`src/rtl/muldiv_if.sv`:
```
// Handshake and result bundle between the execute stage and the HI/LO multiply/divide unit.
interface muldiv_if #(
    parameter int WIDTH = 32
);
    logic             start;
    logic [1:0]       op;
    logic [WIDTH-1:0] src_a;
    logic [WIDTH-1:0] src_b;
    logic             mthi;
    logic             mtlo;
    logic             abort;
    logic [WIDTH-1:0] hi;
    logic [WIDTH-1:0] lo;
    logic             busy;
    logic             done;

    modport master (
        output start, op, src_a, src_b, mthi, mtlo, abort,
        input  hi, lo, busy, done
    );

    modport slave (
        input  start, op, src_a, src_b, mthi, mtlo, abort,
        output hi, lo, busy, done
    );
endinterface

```
`src/rtl/muldiv_unit.sv`:
```
// Iterative radix-2 MULT/MULTU/DIV/DIVU engine owning the architectural HI/LO pair.
// Magnitudes are processed for signed ops and the sign is restored in a final FIX cycle.
module muldiv_unit #(
    parameter int WIDTH = 32
) (
    input  logic    clk,
    input  logic    reset,
    muldiv_if.slave bus
);
    localparam int CW = $clog2(WIDTH);
    localparam int AW = 2 * WIDTH + 1;

    localparam logic [1:0] S_IDLE = 2'd0;
    localparam logic [1:0] S_CALC = 2'd1;
    localparam logic [1:0] S_FIX  = 2'd2;

    logic [1:0]       state_q, state_d;
    logic [CW-1:0]    cnt_q, cnt_d;
    logic             is_div_q, is_div_d;
    logic             neg_q, neg_d;
    logic             rem_neg_q, rem_neg_d;
    logic             done_q, done_d;
    logic [WIDTH-1:0] hi_q, hi_d;
    logic [WIDTH-1:0] lo_q, lo_d;
    logic [WIDTH-1:0] opb_q, opb_d;
    logic [AW-1:0]    acc_q, acc_d;

    // Operand conditioning at launch; op[0]=0 selects the signed variants.
    logic             is_signed, a_neg, b_neg, b_zero;
    logic [WIDTH-1:0] a_abs, b_abs, dividend;

    assign is_signed = ~bus.op[0];
    assign a_neg     = is_signed & bus.src_a[WIDTH-1];
    assign b_neg     = is_signed & bus.src_b[WIDTH-1];
    assign b_zero    = (bus.src_b == '0);
    assign a_abs     = a_neg ? -bus.src_a : bus.src_a;
    assign b_abs     = b_neg ? -bus.src_b : bus.src_b;
    // A zero divisor leaves the raw dividend in the remainder, so HI ends up as SRC_A.
    assign dividend  = b_zero ? bus.src_a : a_abs;

    logic [WIDTH:0]     mul_sum;
    logic [AW-1:0]      mul_next;
    logic [AW-1:0]      div_shift;
    logic [WIDTH:0]     div_diff;
    logic [AW-1:0]      div_next;
    logic [2*WIDTH-1:0] prod_fix;
    logic [WIDTH-1:0]   quot_fix, rem_fix;

    assign mul_sum   = acc_q[AW-1:WIDTH] + (acc_q[0] ? {1'b0, opb_q} : '0);
    assign mul_next  = {1'b0, mul_sum, acc_q[WIDTH-1:1]};
    assign div_shift = {acc_q[AW-2:0], 1'b0};
    assign div_diff  = div_shift[AW-1:WIDTH] - {1'b0, opb_q};
    assign div_next  = div_diff[WIDTH] ? div_shift
                                       : {div_diff, div_shift[WIDTH-1:1], 1'b1};

    assign prod_fix  = neg_q     ? -acc_q[2*WIDTH-1:0]     : acc_q[2*WIDTH-1:0];
    assign quot_fix  = neg_q     ? -acc_q[WIDTH-1:0]       : acc_q[WIDTH-1:0];
    assign rem_fix   = rem_neg_q ? -acc_q[2*WIDTH-1:WIDTH] : acc_q[2*WIDTH-1:WIDTH];

    always_comb begin
        // NOTE: every _d starts as its _q so no path through this block infers a latch.
        state_d   = state_q;
        cnt_d     = cnt_q;
        is_div_d  = is_div_q;
        neg_d     = neg_q;
        rem_neg_d = rem_neg_q;
        done_d    = 1'b0;
        hi_d      = hi_q;
        lo_d      = lo_q;
        opb_d     = opb_q;
        acc_d     = acc_q;

        case (state_q)
            S_IDLE: begin
                if (bus.abort) begin
                    state_d = S_IDLE;
                end else if (bus.start) begin
                    state_d  = S_CALC;
                    cnt_d    = '0;
                    is_div_d = bus.op[1];
                    if (bus.op[1]) begin
                        acc_d     = {{(WIDTH+1){1'b0}}, dividend};
                        opb_d     = b_abs;
                        neg_d     = (a_neg ^ b_neg) & ~b_zero;
                        rem_neg_d = a_neg & ~b_zero;
                    end else begin
                        acc_d     = {{(WIDTH+1){1'b0}}, b_abs};
                        opb_d     = a_abs;
                        neg_d     = a_neg ^ b_neg;
                        rem_neg_d = 1'b0;
                    end
                end else begin
                    if (bus.mthi) hi_d = bus.src_a;
                    if (bus.mtlo) lo_d = bus.src_a;
                end
            end
            S_CALC: begin
                if (bus.abort) begin
                    state_d = S_IDLE;
                end else begin
                    acc_d = is_div_q ? div_next : mul_next;
                    cnt_d = cnt_q + 1'b1;
                    if (cnt_q == CW'(WIDTH - 1)) state_d = S_FIX;
                end
            end
            S_FIX: begin
                state_d = S_IDLE;
                if (!bus.abort) begin
                    done_d = 1'b1;
                    if (is_div_q) begin
                        lo_d = quot_fix;
                        hi_d = rem_fix;
                    end else begin
                        {hi_d, lo_d} = prod_fix;
                    end
                end
            end
            default: state_d = S_IDLE;
        endcase
    end

    // NOTE: sequential state is written only with non-blocking assignments.
    always_ff @(posedge clk) begin
        if (reset) begin
            state_q   <= S_IDLE;
            cnt_q     <= '0;
            is_div_q  <= 1'b0;
            neg_q     <= 1'b0;
            rem_neg_q <= 1'b0;
            done_q    <= 1'b0;
            hi_q      <= '0;
            lo_q      <= '0;
        end else begin
            state_q   <= state_d;
            cnt_q     <= cnt_d;
            is_div_q  <= is_div_d;
            neg_q     <= neg_d;
            rem_neg_q <= rem_neg_d;
            done_q    <= done_d;
            hi_q      <= hi_d;
            lo_q      <= lo_d;
        end
    end

    // NOTE: datapath registers carry no reset; START always loads them before they are read.
    always_ff @(posedge clk) begin
        opb_q <= opb_d;
        acc_q <= acc_d;
    end

    assign bus.hi   = hi_q;
    assign bus.lo   = lo_q;
    assign bus.busy = (state_q != S_IDLE);
    assign bus.done = done_q;
endmodule

```
`src/flat_wrapper.sv`:
```
// flat-port wrapper written by rule: the top's interface ports become plain ports
module muldiv_unit_flat 
#(
    parameter int WIDTH = 32
)
  (clk, reset, bus_start, bus_op, bus_src_a, bus_src_b, bus_mthi, bus_mtlo, bus_abort, bus_hi, bus_lo, bus_busy, bus_done);
  muldiv_if #(.WIDTH(WIDTH)) bus_i ();
  input  logic clk;
  input  logic reset;
  input wire logic [$bits(bus_i.start)-1:0] bus_start;
  input wire logic [$bits(bus_i.op)-1:0] bus_op;
  input wire logic [$bits(bus_i.src_a)-1:0] bus_src_a;
  input wire logic [$bits(bus_i.src_b)-1:0] bus_src_b;
  input wire logic [$bits(bus_i.mthi)-1:0] bus_mthi;
  input wire logic [$bits(bus_i.mtlo)-1:0] bus_mtlo;
  input wire logic [$bits(bus_i.abort)-1:0] bus_abort;
  output wire logic [$bits(bus_i.hi)-1:0] bus_hi;
  output wire logic [$bits(bus_i.lo)-1:0] bus_lo;
  output wire logic [$bits(bus_i.busy)-1:0] bus_busy;
  output wire logic [$bits(bus_i.done)-1:0] bus_done;
  assign bus_i.start = bus_start;
  assign bus_i.op = bus_op;
  assign bus_i.src_a = bus_src_a;
  assign bus_i.src_b = bus_src_b;
  assign bus_i.mthi = bus_mthi;
  assign bus_i.mtlo = bus_mtlo;
  assign bus_i.abort = bus_abort;
  assign bus_hi = bus_i.hi;
  assign bus_lo = bus_i.lo;
  assign bus_busy = bus_i.busy;
  assign bus_done = bus_i.done;
  muldiv_unit #(.WIDTH(WIDTH)) u_core (.clk(clk), .reset(reset), .bus(bus_i));
endmodule
```
`config.mk`:
```
export PLATFORM = sky130hd
export DESIGN_NAME = muldiv_unit_flat
export DESIGN_NICKNAME = d
export VERILOG_FILES = /design/src/rtl/muldiv_if.sv /design/src/rtl/muldiv_unit.sv /design/src/flat_wrapper.sv
export SDC_FILE = /design/constraint.sdc
export NUM_CORES = 1
export LEC_CHECK = 0
export BUFFER_PORTS_ARGS = -buffer_cell sky130_fd_sc_hd__buf_2
export CELL_PAD_IN_SITES_DETAIL_PLACEMENT = 0
export CELL_PAD_IN_SITES_GLOBAL_PLACEMENT = 1
export CORE_UTILIZATION = 49
export DETAILED_ROUTE_END_ITERATION = 10
export HOLD_SLACK_MARGIN = 0.08
export PLACE_DENSITY_LB_ADDON = 0.1
export SYNTH_ARGS = -nofsm -noshare
export SYNTH_HDL_FRONTEND = slang
export SYNTH_SLANG_ARGS = --single-unit
```
`constraint.sdc`:
```
create_clock -name clk -period 9.7 [get_ports clk]
set_input_delay 1.455 -clock clk [delete_from_list [all_inputs] [get_ports clk]]
set_output_delay 1.455 -clock clk [all_outputs]
set_load 0.005 [all_outputs]
```
==> results.toml, run 1 <==
[run_status]
status = "completed"

[power]
comb_power_share = 0.277
p_seq_frac = 0.386
power_frac_clock = 0.337
p_int_w = 0.00148
power.density_nw_per_um2 = 137
leakagePower_nw = 6.63
swShare = 0.350
ir_worst_vdd_mv = 0.135
p_switching_w = 0.000797

[logic_synthesis]
synth_top_flop_cell = "edfxtp_1"
synth_top_area_cell = "edfxtp_1"
synth_area_um2 = 15100
synth_cell_types = 78
ys_top_cells_by_area = "edfxtp_1 (19%), dfxtp_1 (9.9%), a21oi_1 (6.4%)"
synth-edff-count = 97
avgSynthCellArea_um2 = 7.85
yosysMostFrequentCell = "nor2_1"
yosysWarnings = 0
netlist_instances = 1928
ys_async_sr_fraction = 0
syn-num-nets = 2072
synth_common_cells = "nor2_1 (224), a21oi_1 (193), nand2_1 (180)"
yosys.area.top_type_share = 0.192
ys_seq_area_frac = 0.292
ys_ff_latch = 172

[routing]
drc_errors = 0
post_drt_wl_per_cell_um = 24.2
wl_mm = 57.8
via_count = 15546
drtIter0Drc = 1926
via_per_inst = 6.51
ant_nets = 0
dr.pass1.iters = 6

[sta]
clock_skew_ns = 0.0180
tightest_slew_ns = 1.15
drv_slew = 0
max_freq_ghz = 0.217
tns_ns = 0
setup_viol = 0
setup_slack_ns = 5.10
hold_viol = 0
fin_crit_ns = 4.60
relSlewSlack = 0.234
rsz0062_at_grt = "no"
min_period_over_period = 0.475
fin_hold_ws_ns = 0.450

[setup_path]
reg2reg_from = "u_core.acc_q[0]$_DFFE_PP_"
worstPathArrival_ns = 4.86
rrSetupSlack_ns = 5.10
timing.rr.end = "u_core.acc_q[63]$_SDFFCE_PN0P_"
worst-path-max-fanout = 32
worstPathRequired_ns = 9.96
worst_setup_path_start_kind = "flop"
path_class = "flop to flop"
endpoint_kind = "flop"
ff2ff_path_depth = 12

[finish]
drive_gt1_frac = 0.118
antenna_cells = 0
final_nets = 2129
syn_to_final_growth_pct = 10.0
instances_no_fill = 2388
fill_cells = 2880

[die]
start_util = 0.504
pin_count = 138
fp-row-count = 63
dieArea_um2 = 31600
core_um2 = 30000
die_w_um = 178
dieHeight_um = 178

[placed_design]
hpwl_mm = 44.2
place_congestion = 0.975
dp_cells = 2356
dp_slack_ns = 4.94
numPortBuffers = 137

[clocking]
postCtsSetupBuffers = 0
cts_buffers = 17
worstSkewPairLatency_ns = 0.46
cts_resized = 0
root_buffer = "clkbuf_16"
cts_hold_buf = 0
clock_path_buffers = 2
clkTransAtPathRegs_ns = 0.08
cts.sink_count = 172
cts_tree = "built"
htree_levels = 4

[global_route]
overflow = 0
grt_max_degree = 70
grt_pass1_vias = 14224
grt_pass1_wl_mm = 86.0
grt_usage = 0.366
antenna_found_initial = 4

[hold_path]
min_to = "u_core.bus.hi[30]$_SDFFE_PP0P_"
hold_path_depth = 2
hold_start = "u_core.bus.hi[30]$_SDFFE_PP0P_"
hold_path.class = "flop to flop"

[flow_run]
drv_cap = 0
## worst max path at each step
stage / to / slack (ns) / cells after the start / startpoint
floorplan: u_core.acc_q[0]$_DFFE_PP_ / 5.25 / 5 / bus_abort
detailed placement: u_core.acc_q[30]$_DFFE_PP_ / 4.94 / 12 / bus_src_a[1]
global placement: u_core.acc_q[30]$_DFFE_PP_ / 5.04 / 12 / bus_src_a[1]
finish: u_core.acc_q[63]$_SDFFCE_PN0P_ / 5.10 / 12 / u_core.acc_q[0]$_DFFE_PP_
global route: u_core.acc_q[61]$_SDFFCE_PN0P_ / 4.83 / 12 / u_core.acc_q[0]$_DFFE_PP_
CTS: u_core.acc_q[63]$_SDFFCE_PN0P_ / 5.19 / 12 / u_core.acc_q[0]$_DFFE_PP_
## cell families after synthesis
kind of cell,after synthesis,share of synthesized area
DFF,172,0.292
and+or+nand+nor,652,0.203
adders and majority gates,72,0.0605
buffers and inverters,183,0.0468
muxes,46,0.0319
xor gates and xnor gates,195,0.113
AOI/OAI and AO/OA,608,0.253
## layer usage
metal,share of wire,wire [µm],GRT usage
met5,0.00050,29,0
met4,0.031,1760,0.137
met3,0.092,5340,0.0746
met2,0.45,25800,0.563
met1,0.43,24800,0.501
## power by group through the flow
stage / registers (W) / clock network [W] / logic (W)
after floorplan: 0.000865 / 0 / 0.000436
after global routing: 0.000882 / 0.000802 / 0.000688
final: 0.000880 / 0.000769 / 0.000632
after detailed placement: 0.000893 / 0 / 0.000616
after CTS: 0.000876 / 0.000774 / 0.000619
after global placement: 0.000892 / 0 / 0.000616
## registers in the layout, summed over array words and instances (netlist names)
signal and cells:
u_core.bus.lo 32, u_core.neg_q 1, u_core.bus.hi 32, u_core.is_div_q 1, u_core.cnt_q 5, u_core.opb_q 32
u_core.bus.done 1, u_core.acc_q 65, u_core.rem_neg_q 1, u_core.state_q 2
## cell usage in the layout (no fill, tap or decap), types with 5 or more instances in the layout
cell type,Yosys,final
o22ai_1,21,21
and3_1,22,22
o41ai_1,18,18
mux2i_1,28,28
o21bai_1,10,10
a21oi_1,193,193
inv_1,66,65
o21ai_0,126,126
a22o_1,5,5
a31oi_1,24,24
nor4_1,25,25
edfxtp_1,97,97
clkbuf_16,0,17
buf_2,4,137
a211o_1,5,5
ha_1,70,70
nand2_1,180,180
a221oi_1,12,12
buf_4,0,17
and2_1,5,5
mux2_2,18,18
o21a_1,17,17
nor2_1,224,224
or2_2,5,5
o211ai_1,9,9
or4_1,12,12
a211oi_1,59,59
a311oi_1,9,9
xor2_1,98,98
nor2b_1,27,25
o31ai_1,25,25
a21o_1,31,31
nor3_1,50,50
xnor2_1,97,97
nand3_1,29,29
nand4_1,14,14
dfxtp_1,75,74
a2111oi_0,7,7
nand2b_1,18,17
or3_1,19,19
## critical path, stage by stage, from the launching register on
cell and delay (ns):
edfxtp_1 0.46, inv_1 0.86, nor2_1 0.21, fa_1 0.52
a211oi_1 0.36, o21ai_0 0.19, a21oi_1 0.35, o31a_1 0.22
o21ai_0 0.27, a21oi_1 0.31, mux2i_1 0.20, o311ai_0 0.15
a31oi_1 0.28
## per-stage QoR
stage          instance area (µm²)  power [W]  utilization
2_1_floorplan                15100    0.00130            -
3_3_place_gp                 16000    0.00151        0.533
3_5_place_dp                 16000    0.00151        0.533
4_1_cts                      16700    0.00227        0.555
5_1_grt                      16700    0.00237        0.555
6_report                     16700    0.00228        0.555
## cell type report
cell class / instances / area (µm²) / share of cell area
inverter: 67 / 251 / 0.0151
multi-input combinational: 1573 / 10000 / 0.603
tap: 390 / 488 / 0.0293
timing repair buffer: 154 / 813 / 0.0488
clock buffer: 17 / 425 / 0.0255
clock inverter: 15 / 215 / 0.0129
sequential: 172 / 4420 / 0.265
No activity file was read; power rests on OpenSTA's default activity.
==> run 2: changes to the inputs <==
CORE_UTILIZATION = 41   (was 49)
clock period = 3.75 ns   (was 9.7 ns; I/O delays follow)
==> run 2 against run 1 <==
  * Critical path depth down 2
  * Die area increased by 19%
  * Final cell count up 7.7%
  * Via count is 0.33% lower
  * Setup slack worse by 5.0 ns
  * Core utilization down 7.2 points
  * Hold slack got worse by 0.12 ns
  * Fmax increased by 27%
  * Cell area increased by 5.6%
  * Sequential share of layout area down 1.4 points
  * Critical path type unchanged
==> results.toml, run 2 (synthesis results as in run 1) <==
[placed_design]
dp_cells = 2538
numPortBuffers = 137
place_congestion = 0.950
placed_area_um2 = 16900
hpwl_mm = 47.1

[sta]
hold_viol = 0
fin_hold_ws_ns = 0.332
relSlewSlack = 0.368
clock_skew_ns = 0.0121
tightest_slew_ns = 0.944
drv_slew = 0
min_period_over_period = 0.964
max_freq_ghz = 0.277
rsz0062_at_grt = "no"
setup_viol = 0
fin_crit_ns = 3.62

[clocking]
cts_hold_buf = 0
cts_tree = "built"
clkTransAtPathRegs_ns = 0.08
worstSkewPairLatency_ns = 0.46
cts_buffers = 17
htree_levels = 4
cts.sink_count = 172
clock_path_buffers = 2
root_buffer = "clkbuf_16"

[setup_path]
worst-path-max-fanout = 8
worstPathRequired_ns = 4.13
worst_setup_path_start_kind = "flop"
rrSetupSlack_ns = 0.13
path_class = "flop to flop"
worstPathArrival_ns = 4.00
timing.rr.end = "u_core.bus.hi[6]$_SDFFE_PP0P_"
reg2reg_from = "u_core.acc_q[6]$_DFFE_PP_"
crit_start = "u_core.acc_q[6]$_DFFE_PP_"
ff2ff_path_depth = 10
endpoint_kind = "flop"
crit_end = "u_core.bus.hi[6]$_SDFFE_PP0P_"

[finish]
final_common_cell = "nor2_1"
final_nets = 2235
final_util = 0.483
stdcell_area_um2 = 17600
drive_gt1_frac = 0.164
multi_input_area_um2 = 10100
final_cell_mix = "nor2_1 (224), a21oi_1 (193), nand2_1 (180)"
fill_cells = 3706
syn_to_final_growth_pct = 16.2
largest_register_ffs = 65
antenna_cells = 0
instances_no_fill = 2572
largest_register = "u_core.acc_q"
ff_latch_area_um2 = 4420

[power]
leakagePower_nw = 7.15
power.density_nw_per_um2 = 337
power_w = 0.00592
ir_worst_vdd_mv = 0.357

[routing]
via_count = 15495
drtIter0Drc = 1394
via_per_inst = 6.02
dr.pass1.iters = 5
post_drt_wl_per_cell_um = 23.3
wl_mm = 59.8
drc_errors = 0
ant_nets = 0

[hold_path]
hold_path.class = "input port to flop"

[global_route]
antenna_found_initial = 0
grt_pass1_wl_mm = 89.8
grt_usage = 0.316
overflow = 0
grt_pass1_vias = 14700
grt_max_degree = 65

[die]
fp-row-count = 70
start_util = 0.415
die_w_um = 194
dieHeight_um = 194
core_um2 = 36400
dieArea_um2 = 37700
pin_count = 138

[run_status]
status = "completed"

[flow_run]
drv_cap = 0
==> run 2: repair_timing <==
item                       in CTS  in global routing
pin swaps                       0                  3
gates resized for setup         3                 10
buffers inserted                0                  2
setup endpoints to repair       5                 30
==> run 2: worst min path at each step <==
| stage | start | to | slack, ns | depth (start not counted) |
|---|---|---|---|---|
| detailed placement | u_core.bus.hi[7]$_SDFFE_PP0P_ | u_core.bus.hi[7]$_SDFFE_PP0P_ | 0.44 | 1 |
| finish | bus_abort | u_core.state_q[0]$_SDFFE_PP0P_ | 0.33 | 2 |
| global route | bus_abort | u_core.state_q[0]$_SDFFE_PP0P_ | 0.34 | 2 |
| global placement | u_core.bus.hi[14]$_SDFFE_PP0P_ | u_core.bus.hi[14]$_SDFFE_PP0P_ | 0.44 | 1 |
| floorplan | u_core.bus.hi[11]$_SDFFE_PP0P_ | u_core.bus.hi[11]$_SDFFE_PP0P_ | 0.44 | 2 |
| CTS | bus_abort | u_core.state_q[0]$_SDFFE_PP0P_ | 0.30 | 2 |
==> run 2: power by group <==
part | switching (W) | total [W] | internal, W | leakage, nW
sequential | 0.0000817 | 0.00220 | 0.00212 | 1.53
clock | 0.000884 | 0.00187 | 0.000981 | 0.299
combinational | 0.00115 | 0.00186 | 0.000710 | 5.32
total | 0.00211 | 0.00592 | 0.00381 | 7.15
==> run 2: worst max-delay path: stages (launching register included) <==
cell	delay, ns
edfxtp_1	0.45
or4_4	0.57
or3_4	0.41
or4_4	0.56
nand3b_4	0.22
o31ai_4	0.43
buf_4	0.21
a21oi_1	0.08
xnor2_1	0.13
a211o_1	0.33
a21oi_1	0.15
==> run 2: through the flow <==
stage	setup slack, ns	setup TNS, ns
finish	0.134	0
global route	0.00378	0
CTS	0.0111	0
detailed placement	-0.0350	-0.0905
global placement	-0.00963	-0.0138
floorplan	0.101	0
==> run 2: routing by layer <==
metal  vias to the layer above  track usage  wire, µm
li1                       7373            -         -
met4                         0        0.121      2370
met2                       530        0.522     27900
met1                      7492        0.413     25700
met3                       100       0.0501      3870
met5                         -            0         0
==> run 2: area by class of cell <==
| cell class | instances | share of cell area |
|---|---|---|
| multi-input cells | 1573 | 0.574 |
| flip-flops and latches | 172 | 0.251 |
| repair buffers | 260 | 0.0937 |
| well taps | 468 | 0.0333 |
| clock buffers | 21 | 0.0274 |
| inverters | 67 | 0.0143 |
| clock inverters | 11 | 0.00648 |
==> run 3: changes to the inputs <==
CORE_ASPECT_RATIO = 0.75   (was unset)
==> run 3 against run 2 <==
  * Clock-buffer cell count decreased by 4
  * Register-to-register slack got worse by 0.06 ns
  * Cell area increased by 0.53%
  * Wire length increased by 4.3%
  * Critical path type unchanged
  * Critical endpoint is now u_core.acc_q[63]$_SDFFCE_PN0P_
==> results.toml, run 3 (synthesis results as in run 1) <==
[clocking]
clock_path_buffers = 2
cts_tree = "built"
root_buffer = "clkbuf_16"
worstSkewPairLatency_ns = 0.48
cts_buffers = 17
htree_levels = 4
cts.sink_count = 172
cts_hold_buf = 0
clkTransAtPathRegs_ns = 0.09

[global_route]
grt_pass1_wl_mm = 91.7
overflow = 0
grt_usage = 0.327
antenna_found_initial = 2
grt_max_degree = 61
grt_pass1_vias = 14444

[sta]
relSlewSlack = 0.243
hold_viol = 0
drv_slew = 0
rsz0062_at_grt = "no"
clock_skew_ns = 0.0206
tightest_slew_ns = 1.13
setup_viol = 0
max_freq_ghz = 0.272
min_period_over_period = 0.980
fin_crit_ns = 3.67

[power]
ir_worst_vdd_mv = 0.317
p_seq_frac = 0.369
p_switching_w = 0.00228
p_int_w = 0.00374
power_frac_clock = 0.321
swShare = 0.378
power.density_nw_per_um2 = 341
comb_power_share = 0.310
leakagePower_nw = 7.17
power_w = 0.00602

[die]
fp-row-count = 60
pin_count = 138
dieHeight_um = 168
dieArea_um2 = 37700
start_util = 0.419
die_w_um = 224
core_um2 = 36100

[placed_design]
dp_cells = 2573
numPortBuffers = 137
hpwl_mm = 49.0
place_congestion = 0.968

[setup_path]
cp_cell_sequence = "buf_4 > ha_1 > nor2b_1 > o2111ai_1 > a2111oi_0 > buf_4 > nor2_1 > o2111ai_1 > buf_4 > a311oi_1 > o31ai_1 > xnor2_1 > a31oi_1"
crit_top_cell = "buf_4"
worst_setup_path_start_kind = "flop"
endpoint_kind = "flop"
crit_start = "u_core.acc_q[32]$_SDFFCE_PN0P_"
worstPathRequired_ns = 3.95
reg2reg_from = "u_core.acc_q[32]$_SDFFCE_PN0P_"
path_buf_inv = 3
cpPeakStageDelay_ns = 0.62
path_delay_family = "compound AO/OA/AOI/OAI gates"
path_class = "flop to flop"
worstPathArrival_ns = 3.88
worst-path-max-fanout = 6
cp_slowest_cell = "a2111oi_0"

[routing]
via_count = 15808
post_drt_wl_per_cell_um = 23.9
via_per_inst = 6.06
ant_nets = 0
drc_errors = 0
dr.pass1.iters = 5
drtIter0Drc = 1936
wl_mm = 62.4

[finish]
syn_to_final_growth_pct = 16.8
final_nets = 2240
fill_cells = 3624
largest_register_ffs = 65
final_common_cell = "nor2_1"
final_cell_mix = "nor2_1 (224), a21oi_1 (193), nand2_1 (180)"
largest_register = "u_core.acc_q"
instances_no_fill = 2607
drive_gt1_frac = 0.167

[flow_run]
drv_cap = 0

[hold_path]
hold_path.class = "input port to flop"
hold_start = "bus_abort"

[run_status]
status = "completed"
## run 3: worst reg2reg max path, cell delays in order, from the launching register on
cell       delay (ns)
edfxtp_1         0.42
buf_4            0.19
ha_1             0.27
nor2b_1          0.22
o2111ai_1        0.17
a2111oi_0        0.62
buf_4            0.23
nor2_1           0.07
o2111ai_1        0.23
buf_4            0.20
a311oi_1         0.11
o31ai_1          0.30
xnor2_1          0.25
a31oi_1          0.13
## run 3: final timing paths
kind,end,slack (ns),cells after the start
setup reg to reg,u_core.acc_q[63]$_SDFFCE_PN0P_,0.08,13
hold / removal,u_core.state_q[1]$_SDFFE_PP0P_,0.33,2
setup / recovery,u_core.acc_q[63]$_SDFFCE_PN0P_,0.08,13
hold reg to reg,u_core.bus.hi[7]$_SDFFE_PP0P_,0.45,1
## run 3: cell type report
| class | instances | area, µm² | share of cell area |
|---|---|---|---|
| repair buffers | 265 | 1680 | 0.0948 |
| clock inverters | 15 | 194 | 0.0110 |
| clock buffers | 17 | 425 | 0.0241 |
| diodes | 2 | 5.00 | 0.000283 |
| inverters | 67 | 251 | 0.0142 |
| well taps | 496 | 621 | 0.0351 |
| flip-flops and latches | 172 | 4420 | 0.250 |
| multi-input cells | 1573 | 10100 | 0.571 |
## run 3: metrics by stage
step / area (µm²) / setup WS [ns] / utilization / setup TNS [ns] / hold slack (ns)
after global routing: 17700 / 0.00354 / 0.489 / 0 / 0.319
after CTS: 17600 / 0.0388 / 0.488 / 0 / 0.307
after detailed placement: 17000 / -0.0293 / 0.471 / -0.0293 / 0.436
final: 17700 / 0.0760 / 0.489 / 0 / 0.329
after floorplan: 15100 / 0.101 / - / 0 / 0.444
after global placement: 17000 / 0.0161 / 0.471 / 0 / 0.428
## run 3: power by group through the flow
stage / registers [W] / clock network [W] / logic (W)
6_report: 0.00222 / 0.00193 / 0.00187
5_1_grt: 0.00223 / 0.00201 / 0.00201
4_1_cts: 0.00222 / 0.00194 / 0.00182
3_5_place_dp: 0.00226 / 0 / 0.00180
3_3_place_gp: 0.00226 / 0 / 0.00180
2_1_floorplan: 0.00224 / 0 / 0.00113
## run 3: per-layer routing
metal  global-route usage  wire length (µm)  vias to the layer above
li1                     -                 -                     7388
met1                0.503             30100                     7584
met2                0.449             24700                      801
met3               0.0887              6970                       35
met4               0.0596               622                        0
met5                    0                 0                        -
## run 3: what timing repair did
| action | 4_1_cts | 5_1_grt |
|---|---|---|
| endpoints found under the hold margin | 0 | 0 |
| setup buffers | 0 | 0 |
| resized for setup | 3 | 9 |
| setup endpoints to repair | 4 | 30 |
| pin swaps | 1 | 2 |
